$ cat src/rtl/boot_pkg.sv
// Shared definitions for the byte-stream boot loader: FSM encoding,
// error codes and frame geometry.
package boot_pkg;

  typedef enum logic [2:0] {
    IDLE,
    HDR,
    DATA,
    WRITE,
    CSUM,
    DONE,
    ERR
  } boot_state_t;

  localparam logic [1:0] ERR_NONE    = 2'd0;
  localparam logic [1:0] ERR_CSUM    = 2'd1;
  localparam logic [1:0] ERR_TIMEOUT = 2'd2;
  localparam logic [1:0] ERR_SIZE    = 2'd3;

  localparam int BYTES_PER_WORD = 4;

endpackage

$ cat src/rtl/boot_word_packer.sv
// Assembles MSB-first bytes into instruction words. 'word' already includes
// the byte being accepted, so it is the finished word when word_full is high.
module boot_word_packer
  import boot_pkg::*;
#(
  parameter int DATA_W = 32
) (
  input  logic              clk,
  input  logic              rst_n,
  input  logic              clear,
  input  logic              byte_valid,
  input  logic [7:0]        byte_in,
  output logic [DATA_W-1:0] word,
  output logic              word_full
);

  // Only the three older bytes need storage; the newest comes straight from the input.
  logic [DATA_W-9:0] shift_q;
  logic [1:0]        count_q;

  assign word      = {shift_q, byte_in};
  assign word_full = byte_valid && (count_q == 2'(BYTES_PER_WORD - 1));

  always_ff @(posedge clk or negedge rst_n) begin
    if (!rst_n) begin
      shift_q <= '0;
      count_q <= '0;
    end else if (clear) begin
      count_q <= '0;
    end else if (byte_valid) begin
      shift_q <= word[DATA_W-9:0];
      count_q <= count_q + 2'd1;
    end
  end

endmodule

$ cat src/rtl/boot_stream_loader.sv
// Loads a checksummed byte-stream program into imem through the core's boot
// port, holding the core in boot until the whole image has been verified.
module boot_stream_loader
  import boot_pkg::*;
#(
  parameter int ADDR_W         = 8,
  parameter int DATA_W         = 32,
  parameter int TIMEOUT_CYCLES = 50000
) (
  input  logic              clk,
  input  logic              rst_n,
  input  logic              start,
  input  logic              rx_valid,
  input  logic [7:0]        rx_data,
  output logic              rx_ready,
  output logic              boot_up,
  output logic [ADDR_W-1:0] boot_addr,
  output logic [DATA_W-1:0] boot_datai,
  output logic              boot_web,
  output logic              busy,
  output logic              done,
  output logic              err,
  output logic [1:0]        err_code
);

  localparam int TMO_W = (TIMEOUT_CYCLES > 1) ? $clog2(TIMEOUT_CYCLES + 1) : 1;
  localparam logic [TMO_W-1:0] TMO_LAST =
    TMO_W'((TIMEOUT_CYCLES > 0) ? TIMEOUT_CYCLES - 1 : 0);

  boot_state_t state_q, state_d;
  logic [1:0]        err_code_d;
  logic [ADDR_W-1:0] idx_q, n_last_q;
  logic [7:0]        sum_q, csum_total;
  logic [TMO_W-1:0]  tmo_q;
  logic              accept, counting, timeout_hit, size_err, start_load;
  logic [DATA_W-1:0] packed_word;
  logic              word_full;

  // rx_ready is high exactly in HDR/DATA/CSUM, so accept implies a byte-taking state.
  assign accept      = rx_valid && rx_ready;
  assign counting    = state_q inside {HDR, DATA, CSUM};
  assign timeout_hit = (TIMEOUT_CYCLES != 0) && counting && !accept && (tmo_q == TMO_LAST);
  assign size_err    = (ADDR_W < 8) && ((rx_data >> ADDR_W) != 8'd0);
  assign csum_total  = sum_q + rx_data;
  assign start_load  = (state_d == HDR) && (state_q != HDR);

  boot_word_packer #(.DATA_W(DATA_W)) u_packer (
    .clk        (clk),
    .rst_n      (rst_n),
    .clear      (start_load),
    .byte_valid (accept && (state_q == DATA)),
    .byte_in    (rx_data),
    .word       (packed_word),
    .word_full  (word_full)
  );

  always_comb begin
    state_d    = state_q;
    err_code_d = err_code;
    case (state_q)
      IDLE, DONE, ERR: begin
        if (start) begin
          state_d    = HDR;
          err_code_d = ERR_NONE;
        end
      end
      HDR: begin
        if (timeout_hit) begin
          state_d    = ERR;
          err_code_d = ERR_TIMEOUT;
        end else if (accept) begin
          if (size_err) begin
            state_d    = ERR;
            err_code_d = ERR_SIZE;
          end else begin
            state_d = DATA;
          end
        end
      end
      DATA: begin
        if (timeout_hit) begin
          state_d    = ERR;
          err_code_d = ERR_TIMEOUT;
        end else if (word_full) begin
          state_d = WRITE;
        end
      end
      WRITE: state_d = (idx_q == n_last_q) ? CSUM : DATA;
      CSUM: begin
        if (timeout_hit) begin
          state_d    = ERR;
          err_code_d = ERR_TIMEOUT;
        end else if (accept) begin
          if (csum_total == 8'd0) begin
            state_d = DONE;
          end else begin
            state_d    = ERR;
            err_code_d = ERR_CSUM;
          end
        end
      end
      default: state_d = IDLE;
    endcase
  end

  // Outputs are registered from the next state so they line up with it.
  always_ff @(posedge clk or negedge rst_n) begin
    if (!rst_n) begin
      state_q    <= IDLE;
      err_code   <= ERR_NONE;
      rx_ready   <= 1'b0;
      boot_up    <= 1'b0;
      busy       <= 1'b0;
      done       <= 1'b0;
      err        <= 1'b0;
      boot_web   <= 1'b1;
      boot_addr  <= '0;
      boot_datai <= '0;
    end else begin
      state_q    <= state_d;
      err_code   <= err_code_d;
      rx_ready   <= state_d inside {HDR, DATA, CSUM};
      boot_up    <= !(state_d inside {IDLE, DONE});
      busy       <= state_d inside {HDR, DATA, WRITE, CSUM};
      done       <= (state_d == DONE);
      err        <= (state_d == ERR);
      boot_web   <= (state_d != WRITE);
      boot_addr  <= (state_d == WRITE) ? idx_q : '0;
      boot_datai <= (state_d == WRITE) ? packed_word : '0;
    end
  end

  always_ff @(posedge clk or negedge rst_n) begin
    if (!rst_n) begin
      idx_q    <= '0;
      n_last_q <= '0;
      sum_q    <= '0;
      tmo_q    <= '0;
    end else if (start_load) begin
      idx_q <= '0;
      sum_q <= '0;
      tmo_q <= '0;
    end else begin
      if (accept) begin
        sum_q <= csum_total;
        tmo_q <= '0;
      end else if (counting) begin
        tmo_q <= tmo_q + TMO_W'(1);
      end
      if (accept && (state_q == HDR)) begin
        n_last_q <= ADDR_W'(rx_data);
      end
      if ((state_q == WRITE) && (idx_q != n_last_q)) begin
        idx_q <= idx_q + ADDR_W'(1);
      end
    end
  end

endmodule
$ cat config.mk
export PLATFORM = sky130hd
export DESIGN_NAME = boot_stream_loader
export DESIGN_NICKNAME = d
export VERILOG_FILES = /design/src/rtl/boot_pkg.sv /design/src/rtl/boot_word_packer.sv /design/src/rtl/boot_stream_loader.sv
export SDC_FILE = /design/constraint.sdc
export NUM_CORES = 1
export LEC_CHECK = 0
export ABC_CLOCK_PERIOD_IN_PS = 2400
export CORE_ASPECT_RATIO = 0.8
export CORE_MARGIN = 2
export CORE_UTILIZATION = 50
export CTS_CLUSTER_DIAMETER = 150
export CTS_CLUSTER_SIZE = 10
export DETAILED_ROUTE_END_ITERATION = 10
export GPL_TIMING_DRIVEN = 1
export PLACE_DENSITY_LB_ADDON = 0.1
export SKIP_LAST_GASP = 1
export SLEW_MARGIN = 20
export SYNTH_ARGS = -nofsm -noshare
export SYNTH_HDL_FRONTEND = slang
export SYNTH_SLANG_ARGS = --single-unit
$ cat constraint.sdc
create_clock -name clk -period 2.4 [get_ports clk]
set_input_delay 0.48 -clock clk [delete_from_list [all_inputs] [get_ports clk]]
set_output_delay 0.48 -clock clk [all_outputs]
set_load 0.01 [all_outputs]
==> out/metrics.yaml <==
status: "complete, but fails checks"
violations: "setup timing"
synth-adder-area-share_pct: 3.008
fin_crit_ns: 2.636
cp-start-kind: "flip-flop"
finalClockSkew_ns: 0.01165
path_max_fanout: 3
grt_pass1_vias: 3875
critPathCaptureType: "flip-flop"
cts.htree.levels: 4
p_leak_nw: 3.428
cts_tree: "yes"
grt_start_max_net_pins: 54
placedCellCount: 718
async_flop_share_pct: 100.0
clkSinkCount: 117
drt-total-wl_microns: 11600
drt_iter0_markers: 243
relSlewSlack_pct: 57.21
power.density_mw_per_mm2: 1172
synth_seq_cells: 117
syn_to_final_growth_pct: 36.14
port_buffers: 59
yosys.area_share.xor_xnor_pct: 5.918
cp.required_ns: 2.73
ys_seq_area_share_pct: 56.78
critPathBufInv: 0
cts-root-buf: "clkbuf_16"
hold_buffers: 0
synthSimpleGateAreaFrac_pct: 22.31
cts_buffer_depth: 2
vias_per_cell: 5.225
finalWeightedCongestion: 0.8365
syn-num-nets: 519
filler_cell_count: 791
nets: 627
crit_family: "compound AO/OA/AOI/OAI gates"
crit_type: "flip-flop to flip-flop"
whs_ns: 0.06483
cts_buffers: 17
fmax_mhz: 379.4
tightestPinTransition_ns: 0.6359
ir_drop_mv: 0.7839
start_util_pct: 50.79
drc_errors: 0
grtUsageTotal_pct: 21.90
critical_path.slowest_cell: "dfrtp_1"
num_vias: 3955
finalNonFillerCells: 757
antenna_left: 0
synth_edf_count: 0
final_area_sq_mm: 0.007023
syn_area_per_cell_sq_um: 10.40
rsz0062_at_grt: "yes"
hp-class: "input pin to asynchronous set/reset pin"
ios: 60
worst_slack_ns: -0.2356
core_sq_mm: 0.01016
synthFlopType: "dfrtp_1"
antenna_found_initial: 0
grt_pass1_wl_microns: 18870
synthDistinctLibCells: 59
synth-compound-area-share_pct: 7.446
wl_per_cell_microns: 15.32
synth.cell_area_sq_mm: 0.005159
hpwl_microns: 7856
fp.dieW_microns: 117.6
max-cap-violations: 0
yosys_warnings: 0
die_area_sq_mm: 0.01115
path_cells: "ha_4, fa_2, a211o_1, a2111oi_4, nand3b_1, nor4_4, a31oi_2, nor3b_4, mux2i_1"
synthMuxAreaShare_pct: 2.571
placed_area_sq_mm: 0.006242
num_rows: 33
setup_viol: 9
clk_pin_slew_ns: 0.06
finalHoldViolations: 0
slew_viol_final: 0
period_share_pct: 109.8
clkLatencyLatePin_ns: 0.41
n_antenna_cell: 0
die_h_microns: 94.85
worstPathArrival_ns: 2.97
syn_inst: 496
slowest_delay_ns: 0.41
drt-pass1-iter-count: 4
drive_gt1_share_pct: 19.94
overflow: 0
synth_top_family_by_area: "simple AND/OR/NAND/NOR gates"
==> final cells by class <==
class	instances	area [sq um]	area share (%)
flip-flops and latches	117	2929	41.71
repair buffers	110	1010	14.38
clock inverters	11	150.1	2.138
multi-input cells	352	2276	32.41
inverters	6	22.52	0.3207
clock buffers	21	460.4	6.556
well taps	140	175.2	2.494
==> worst register-to-register path, delay by kind of cell (launching register included) <==
family	cells	cell delay [ns]
compound gates	3	0.87
fa+ha+maj	2	0.52
flops	1	0.41
mux	1	0.20
simple gates	3	0.54
==> power breakdown <==
group | internal, W | total [W] | switching [W]
Sequential | 0.00243 | 0.00278 | 0.000347
Combinational | 0.00131 | 0.00289 | 0.00158
Clock | 0.00169 | 0.00257 | 0.000880
Total | 0.00543 | 0.00823 | 0.00280
==> cells in the mapped netlist, types with 2 or more instances <==
cell type  number  share of area, %
dfrtp_1       116                56
nand2_1       108               7.9
and3_1         47               5.7
nor2_1         42               3.1
xor2_1         23               3.9
clkbuf_1       20               1.5
a21oi_1        15               1.5
o21ai_0        11               1.1
ha_1           10               2.4
xnor2_1        10               1.7
mux2_2          8               1.7
nand3_1         8              0.78
inv_1           6              0.44
nand4_1         5              0.61
and2_1          4              0.49
nand2b_1        4              0.49
nor3_1          4              0.39
nor4_1          3              0.36
o211ai_1        3              0.44
a211oi_2        2              0.49
a221oi_1        2              0.34
a31oi_1         2              0.24
mux2i_1         2              0.39
nand3b_1        2              0.29
nor3b_1         2              0.29
o21ai_1         2              0.19
o22ai_1         2              0.24
or3_1           2              0.24
==> placed cells by master (no fill, tap or decap), types with 3 or more instances in the layout <==
master and count:
nor3_1 4, and2_1 4, xnor2_1 8, bufinv_16 3
and3_1 46, a21oi_1 12, inv_1 5, nand2_1 108
clkinv_4 3, nand2b_1 4, o21ai_0 10, buf_12 3
ha_1 7, xor2_1 23, nor2_1 41, clkdlybuf4s50_1 56
clkbuf_16 17, o211ai_1 3, mux2_2 8, nand4_1 5
buf_4 48, dfrtp_1 116, nand3_1 8
==> layer usage <==
metal	global-route usage (%)	vias up	share of wire (%)
li1	-	1905	-
met1	29.40	1969	48
met2	35.92	76	48
met3	3.986	5	3.2
met4	8.735	0	0.54
met5	0	-	0
==> cells by family (layout without fill, tap and decap cells) <==
kind of cell	Yosys count	count (layout)
xor+xnor	34	34
mux	11	11
fa+ha+maj	12	12
buf+inv	27	148
simple gates	240	240
flops	117	117
compound gates	55	55
==> what timing repair did <==
action | 4_1_cts | 5_1_grt
gates resized for setup | 9 | 15
setup buffers | 2 | 5
endpoints found under the setup margin | 9 | 9
pin swaps | 7 | 12
==> per-stage QoR <==
stage / total power, W / worst slack [ns] / util [%] / setup TNS, ns
global placement: 0.005243 / -0.7429 / 61.46 / -6.103
finish: 0.008233 / -0.2356 / 69.14 / -1.440
floorplan: 0.004408 / -0.1815 / - / -0.3415
detailed placement: 0.005335 / -0.8330 / 61.46 / -7.187
CTS: 0.008005 / -0.2738 / 67.85 / -1.593
global route: 0.008709 / -0.3489 / 69.14 / -2.324
==> path summary, 6_finish.rpt <==
| path | startpoint | endpoint | slack (ns) | cells past startpoint |
|---|---|---|---|---|
| max | sum_q[0] | rx_ready | -0.24 | 9 |
| min | rst_n | boot_datai[3] | 0.06 | 1 |
| max reg2reg | sum_q[0] | rx_ready | -0.24 | 9 |
| min reg2reg | u_packer.shift_q[16] | u_packer.shift_q[16] | 0.47 | 2 |
| max in group asynchronous | rst_n | boot_web | 1.66 | 2 |
| min in group clk | u_packer.shift_q[16] | u_packer.shift_q[16] | 0.47 | 2 |
==> sequential cells by signal, indices dropped and copies added, names as in the netlist, 3 cells and up <==
signal,cells
n_last_q,8
tmo_q,16
boot_addr,8
state_q,3
boot_datai,32
idx_q,8
sum_q,8
u_packer.shift_q,24
(Power assumes the default switching activity.)
